$ cat src/rtl/timer_pkg.sv
// Shared definitions for the countdown controller: controller state encoding
// and the default prescaler division.
package timer_pkg;

   localparam int DEF_TICK_DIV = 50_000_000;

   typedef enum logic [2:0] {
      ST_IDLE   = 3'd0,
      ST_LOAD   = 3'd1,
      ST_SETTLE = 3'd2,
      ST_RUN    = 3'd3,
      ST_PAUSED = 3'd4,
      ST_DONE   = 3'd5
   } state_t;

endpackage

$ cat src/rtl/tick_prescaler.sv
// Free-running 0..TICK_DIV-1 prescaler with hold and clear; o_tick is a
// registered flag that is high exactly while the count sits at TICK_DIV-1.
module tick_prescaler
   import timer_pkg::*;
#(
   parameter int TICK_DIV = DEF_TICK_DIV
) (
   input  logic i_clk,
   input  logic i_rst,
   input  logic i_en,
   input  logic i_clr,
   output logic o_tick
);

   localparam int CNT_W = (TICK_DIV > 1) ? $clog2(TICK_DIV) : 1;
   localparam logic [CNT_W-1:0] LAST = CNT_W'(TICK_DIV - 1);

   logic [CNT_W-1:0] r_cnt;
   logic [CNT_W-1:0] w_cntNext;
   logic             r_tick;

   always_comb begin
      w_cntNext = r_cnt;
      if (i_clr) begin
         w_cntNext = '0;
      end else if (i_en) begin
         w_cntNext = (r_cnt == LAST) ? '0 : r_cnt + CNT_W'(1);
      end
   end

   // The tick follows the next count so it stays valid across a hold.
   always_ff @(posedge i_clk) begin
      if (!i_rst) begin
         r_cnt  <= '0;
         r_tick <= 1'b0;
      end else begin
         r_cnt  <= w_cntNext;
         r_tick <= (w_cntNext == LAST);
      end
   end

   assign o_tick = r_tick;

endmodule

$ cat src/rtl/countdown_ctrl.sv
// Initiator of the digit borrow chain: periodic borrow requests, reload pulses
// and timeout detection. Define AUTO_RELOAD_EN to restart automatically after DONE.
module countdown_ctrl
   import timer_pkg::*;
#(
   parameter int TICK_DIV = DEF_TICK_DIV
) (
   input  logic i_clk,
   input  logic i_rst,
   input  logic i_start,
   input  logic i_pause,
   input  logic i_reload,
   input  logic i_chain_empty,
   output logic o_reconfig,
   output logic o_borrow_req,
   output logic o_running,
   output logic o_timeout,
   output logic o_timeout_pulse
);

   state_t r_state;
   state_t w_stateNext;
   logic   w_tick;
   logic   w_cntEn;
   logic   w_cntClr;
   logic   w_borrowNext;
   logic   r_reconfig;
   logic   r_borrowReq;
   logic   r_running;
   logic   r_timeout;
   logic   r_timeoutPulse;

   tick_prescaler #(
      .TICK_DIV (TICK_DIV)
   ) u_prescaler (
      .i_clk  (i_clk),
      .i_rst  (i_rst),
      .i_en   (w_cntEn),
      .i_clr  (w_cntClr),
      .o_tick (w_tick)
   );

   // Counting only happens in cycles that stay in RUN, so timeout, pause and
   // reload all suppress the tick and leave the prescaler untouched or cleared.
   always_comb begin
      w_stateNext  = r_state;
      w_cntEn      = 1'b0;
      w_borrowNext = 1'b0;
      case (r_state)
         ST_IDLE: begin
            if (i_reload)     w_stateNext = ST_LOAD;
            else if (i_start) w_stateNext = ST_RUN;
         end
         ST_LOAD: begin
            w_stateNext = ST_SETTLE;
         end
         ST_SETTLE: begin
`ifdef AUTO_RELOAD_EN
            w_stateNext = ST_RUN;
`else
            w_stateNext = ST_IDLE;
`endif
         end
         ST_RUN: begin
            if (i_reload)            w_stateNext = ST_LOAD;
            else if (i_chain_empty)  w_stateNext = ST_DONE;
            else if (i_pause)        w_stateNext = ST_PAUSED;
            else begin
               w_cntEn      = 1'b1;
               w_borrowNext = w_tick;
            end
         end
         ST_PAUSED: begin
            if (i_reload)     w_stateNext = ST_LOAD;
            else if (i_start) w_stateNext = ST_RUN;
         end
         ST_DONE: begin
`ifdef AUTO_RELOAD_EN
            w_stateNext = ST_LOAD;
`else
            if (i_reload) w_stateNext = ST_LOAD;
`endif
         end
         default: begin
            w_stateNext = ST_IDLE;
         end
      endcase
      w_cntClr = (w_stateNext == ST_LOAD);
   end

   always_ff @(posedge i_clk) begin
      if (!i_rst) begin
         r_state        <= ST_IDLE;
         r_reconfig     <= 1'b0;
         r_borrowReq    <= 1'b0;
         r_running      <= 1'b0;
         r_timeout      <= 1'b0;
         r_timeoutPulse <= 1'b0;
      end else begin
         r_state        <= w_stateNext;
         r_reconfig     <= (w_stateNext == ST_LOAD);
         r_borrowReq    <= w_borrowNext;
         r_running      <= (w_stateNext == ST_RUN);
         r_timeout      <= (w_stateNext == ST_DONE);
         r_timeoutPulse <= (w_stateNext == ST_DONE) && (r_state != ST_DONE);
      end
   end

   assign o_reconfig      = r_reconfig;
   assign o_borrow_req    = r_borrowReq;
   assign o_running       = r_running;
   assign o_timeout       = r_timeout;
   assign o_timeout_pulse = r_timeoutPulse;

endmodule
$ cat config.mk
export PLATFORM = sky130hd
export DESIGN_NAME = countdown_ctrl
export DESIGN_NICKNAME = d
export VERILOG_FILES = /design/src/rtl/timer_pkg.sv /design/src/rtl/tick_prescaler.sv /design/src/rtl/countdown_ctrl.sv
export SDC_FILE = /design/constraint.sdc
export NUM_CORES = 1
export LEC_CHECK = 0
export ABC_AREA = 1
export CAP_MARGIN = 20
export CORE_UTILIZATION = 50
export CTS_BUF_LIST = sky130_fd_sc_hd__clkbuf_16
export CTS_CLUSTER_DIAMETER = 30
export CTS_CLUSTER_SIZE = 16
export DETAILED_ROUTE_END_ITERATION = 6
export PLACE_DENSITY = 0.72
export SYNTH_ARGS = -nofsm -noshare
export SYNTH_HDL_FRONTEND = slang
export SYNTH_HIERARCHICAL = 1
export SYNTH_SLANG_ARGS = --single-unit
$ cat constraint.sdc
create_clock -name i_clk -period 2.7 [get_ports i_clk]
set_input_delay 0.405 -clock i_clk [delete_from_list [all_inputs] [get_ports i_clk]]
set_output_delay 0.405 -clock i_clk [all_outputs]
set_load 0.05 [all_outputs]
==> results by group <==
Yosys
  – Avg Cell Area, Syn: 6.22 sq um
  – Synth area leader: dfxtp_1
  – Mapped Area: 0.00209 sq mm
  – Most used DFF post-synth: dfxtp_1
  – Mapped Nets: 343
  – Synth top area cells: dfxtp_1 34%, nand2_1 17%, nor2_1 13%, inv_1 7.9%, nand3_1 6.2%
  – Synth top cells by count: 93 x nand2_1, 72 x nor2_1, 44 x inv_1
  – Sequential element share of the synthesized area: 33.5%
  – Synth warn: 6
  – Synth top area share: 33.5%
  – Count leader, synth: nand2_1
  – Yosys reg bits: 35
  – Mapped Cells: 336
  – Number of enable flip-flop cells after synthesis: 0
  – Asr flop ratio synth: 0%
  – Synth unique cells: 27

Power
  – Combinational power share: 10.5%
  – Clock Power Share: 45.1%
  – Sw Share: 25.3%
  – Int Pwr: 0.000898 W
  – Flop pwr share: 44.4%
  – Switching power: 0.000304 W
  – Leakage: 0.937 nW
  – Maximum vdd drop: 427 uV
  – Cell Pwr Density: 501 mW/mm^2

Critical path
  – Worst reg2reg endpoint: u_prescaler/o_tick
  – Worst setup EP type: register
  – CP max FO: 8
  – CP arrival: 2.48 ns
  – Startpoint Class: input pin
  – Reg-to-Reg Start: r_state[0]
  – Kind of critical path: in2reg
  – Setup slack, reg-to-reg: 0.52 ns
  – Critical Path RT: 2.87 ns
  – Worst r2r path cells: 14

STA
  – Headroom to the max-slew limit: 66.4%
  – Least-Margin Pin Slew: 0.503 ns
  – Fmax: 434 MHz
  – PnR worst setup slack: 0.397 ns
  – Tcrit/Tclk final: 85.3%
  – Clk_skew: 0.00521 ns
  – RSZ-0062 raised after global routing: no
  – Final Setup Violations: 0
  – Slew Limit Fails: 0
  – Fin crit period: 2.30 ns
  – Final hold violations: 0
  – TNS Setup: 0 ns

CTS
  – Clock buffer count from CTS: 5
  – Reg clk slew, reported paths: 0.05 ns
  – Post-CTS setup buffers: 0
  – Sink Count: 35
  – CTS tree: yes
  – Root buffer cell: clkbuf_16
  – Worst-case clock buffer depth: 2
  – H-Tree Depth: 2
  – Post-CTS sizing: 0
  – Hold_buf cts: 0
  – Clock latency on the worst-skew pair: 0.28 ns

Placed design
  – Port Buffer Count: 10
  – Detail Placement HPWL: 3730 microns
  – GP Congestion: 1.00
  – Cell Area, Placed: 0.00226 sq mm
  – Place WS: 0.146 ns

Finish
  – Post-layout instance area: 0.00240 sq mm
  – Share of cells above drive strength 1: 12.1%
  – Area grow syn2layout: 14.8%
  – Diodes inserted: 0
  – NumNets Final: 361

Global route
  – Global route total overflow: 0
  – Pin count of the biggest net entering global routing: 18
  – Initial antenna violation count: 0
  – First-pass GRT wire length: 8070 microns
  – Number of global-route vias before repair: 1786
  – GRT Overall Usage: 24.6%

Routing
  – Drt total wl: 4830 microns
  – Drt drc: 0
  – Drt first-iter violations: 118
  – Via Count: 2058
  – Via density: 5.08
  – Pre-Repair DR Iteration Count: 6
  – Detail Route Antenna Nets: 0
  – WL/cell: 11.9 microns

Floorplanning
  – Core ar.: 0.00400 sq mm
  – # IOs: 11
  – Die X: 66.7 microns
  – Starting Density: 52.3%
  – Chip Height: 66.7 microns
  – Cell row count: 23
  – Die area: 0.00444 sq mm

Hold path
  – Hold endpoint: o_borrow_req
  – Worst hold path depth: 2
  – Hold_sp: u_prescaler/o_tick
  – HP Class: reg2reg

Job
  – Maxcap violations: 0

Run status
  – Status: finished, final reports clean
==> metrics by stage <==
stage	power, W	hold WS (ns)	cells	util, %
2_1_floorplan	0.000631	0.407	336	-
3_3_place_gp	0.000672	0.483	397	56.6
3_5_place_dp	0.000671	0.472	397	56.6
4_1_cts	0.00122	0.478	405	60.0
5_1_grt	0.00125	0.496	405	60.0
6_report	0.00120	0.472	405	60.0
==> cell usage in the layout (no fill, tap or decap) <==
cell	count
nand3_1	26
a21oi_1	6
nor2_4	7
o21ai_0	3
clkinv_1	1
ha_1	1
xnor2_1	1
clkdlybuf4s50_1	10
nand2_1	93
inv_2	2
nand2_2	9
nand2_4	2
inv_1	46
clkbuf_16	5
buf_4	3
dfxtp_1	35
clkinv_2	1
nor3_2	3
o21ai_2	1
o21ai_1	3
nor2_1	72
nor2_2	5
nor3_1	7
nand3_2	5
nor4_1	1
nand3b_1	1
o211ai_1	1
nand4_1	3
xor2_1	2
==> power groups by stage <==
stage / Sequential [W] / Clock (W) / Combinational, W
6_report: 0.000534 / 0.000542 / 0.000126
5_1_grt: 0.000535 / 0.000577 / 0.000140
4_1_cts: 0.000534 / 0.000557 / 0.000126
3_5_place_dp: 0.000545 / 0 / 0.000126
3_3_place_gp: 0.000545 / 0 / 0.000126
2_1_floorplan: 0.000558 / 0 / 0.0000732
==> flip-flops by register name, summed over array words and instances (netlist names) <==
| signal | cells |
|---|---|
| o_running | 1 |
| o_timeout_pulse | 1 |
| r_state | 3 |
| o_reconfig | 1 |
| o_borrow_req | 1 |
| u_prescaler/o_tick | 1 |
| o_timeout | 1 |
| u_prescaler/r_cnt | 26 |
==> routing by layer <==
metal	vias up	part of all wire, %	global-route usage [%]
met5	-	0	0
met4	0	2.7	13.8
li1	1072	-	-
met2	66	42	34.8
met1	908	49	34.1
met3	12	6.2	4.79
==> worst max path at each step <==
stage | depth (start not counted) | slack, ns | startpoint | endpoint
CTS | 14 | 0.43 | i_reload | u_prescaler/o_tick
floorplan | 16 | 0.84 | i_reload | u_prescaler/o_tick
finish | 14 | 0.40 | i_reload | u_prescaler/o_tick
global route | 14 | 0.19 | i_reload | u_prescaler/o_tick
detailed placement | 14 | 0.15 | i_reload | u_prescaler/o_tick
global placement | 14 | 0.16 | i_reload | u_prescaler/o_tick
==> worst max-delay path, cell delays in order <==
cell,delay (ns)
clkdlybuf4s50_1,0.43
nor2_1,0.19
nand3_1,0.13
inv_1,0.14
buf_4,0.19
nand3_1,0.09
nor2_1,0.11
nand3_1,0.13
nand2_1,0.22
inv_1,0.14
nand3_1,0.12
nor2_1,0.06
nand3_1,0.10
nor2_2,0.04
==> layout make-up <==
| cell class | instances | area, sq um |
|---|---|---|
| clock buffer | 5 | 125 |
| tap | 50 | 62.6 |
| timing repair buffer | 13 | 123 |
| inverter | 47 | 176 |
| sequential | 35 | 701 |
| fill | 396 | 1600 |
| clock inverter | 3 | 12.5 |
| multi-input combinational | 252 | 1200 |
==> cell families (layout without fill, tap and decap cells) <==
group | count (synthesis) | in the layout | synth area share, %
compound gates | 14 | 14 | 3.65
xor+xnor | 3 | 3 | 1.26
flops | 35 | 35 | 33.5
simple gates | 234 | 234 | 51.9
buf+inv | 49 | 68 | 9.04
fa+ha+maj | 1 | 1 | 0.598
Power figures use the tool's default switching activity.
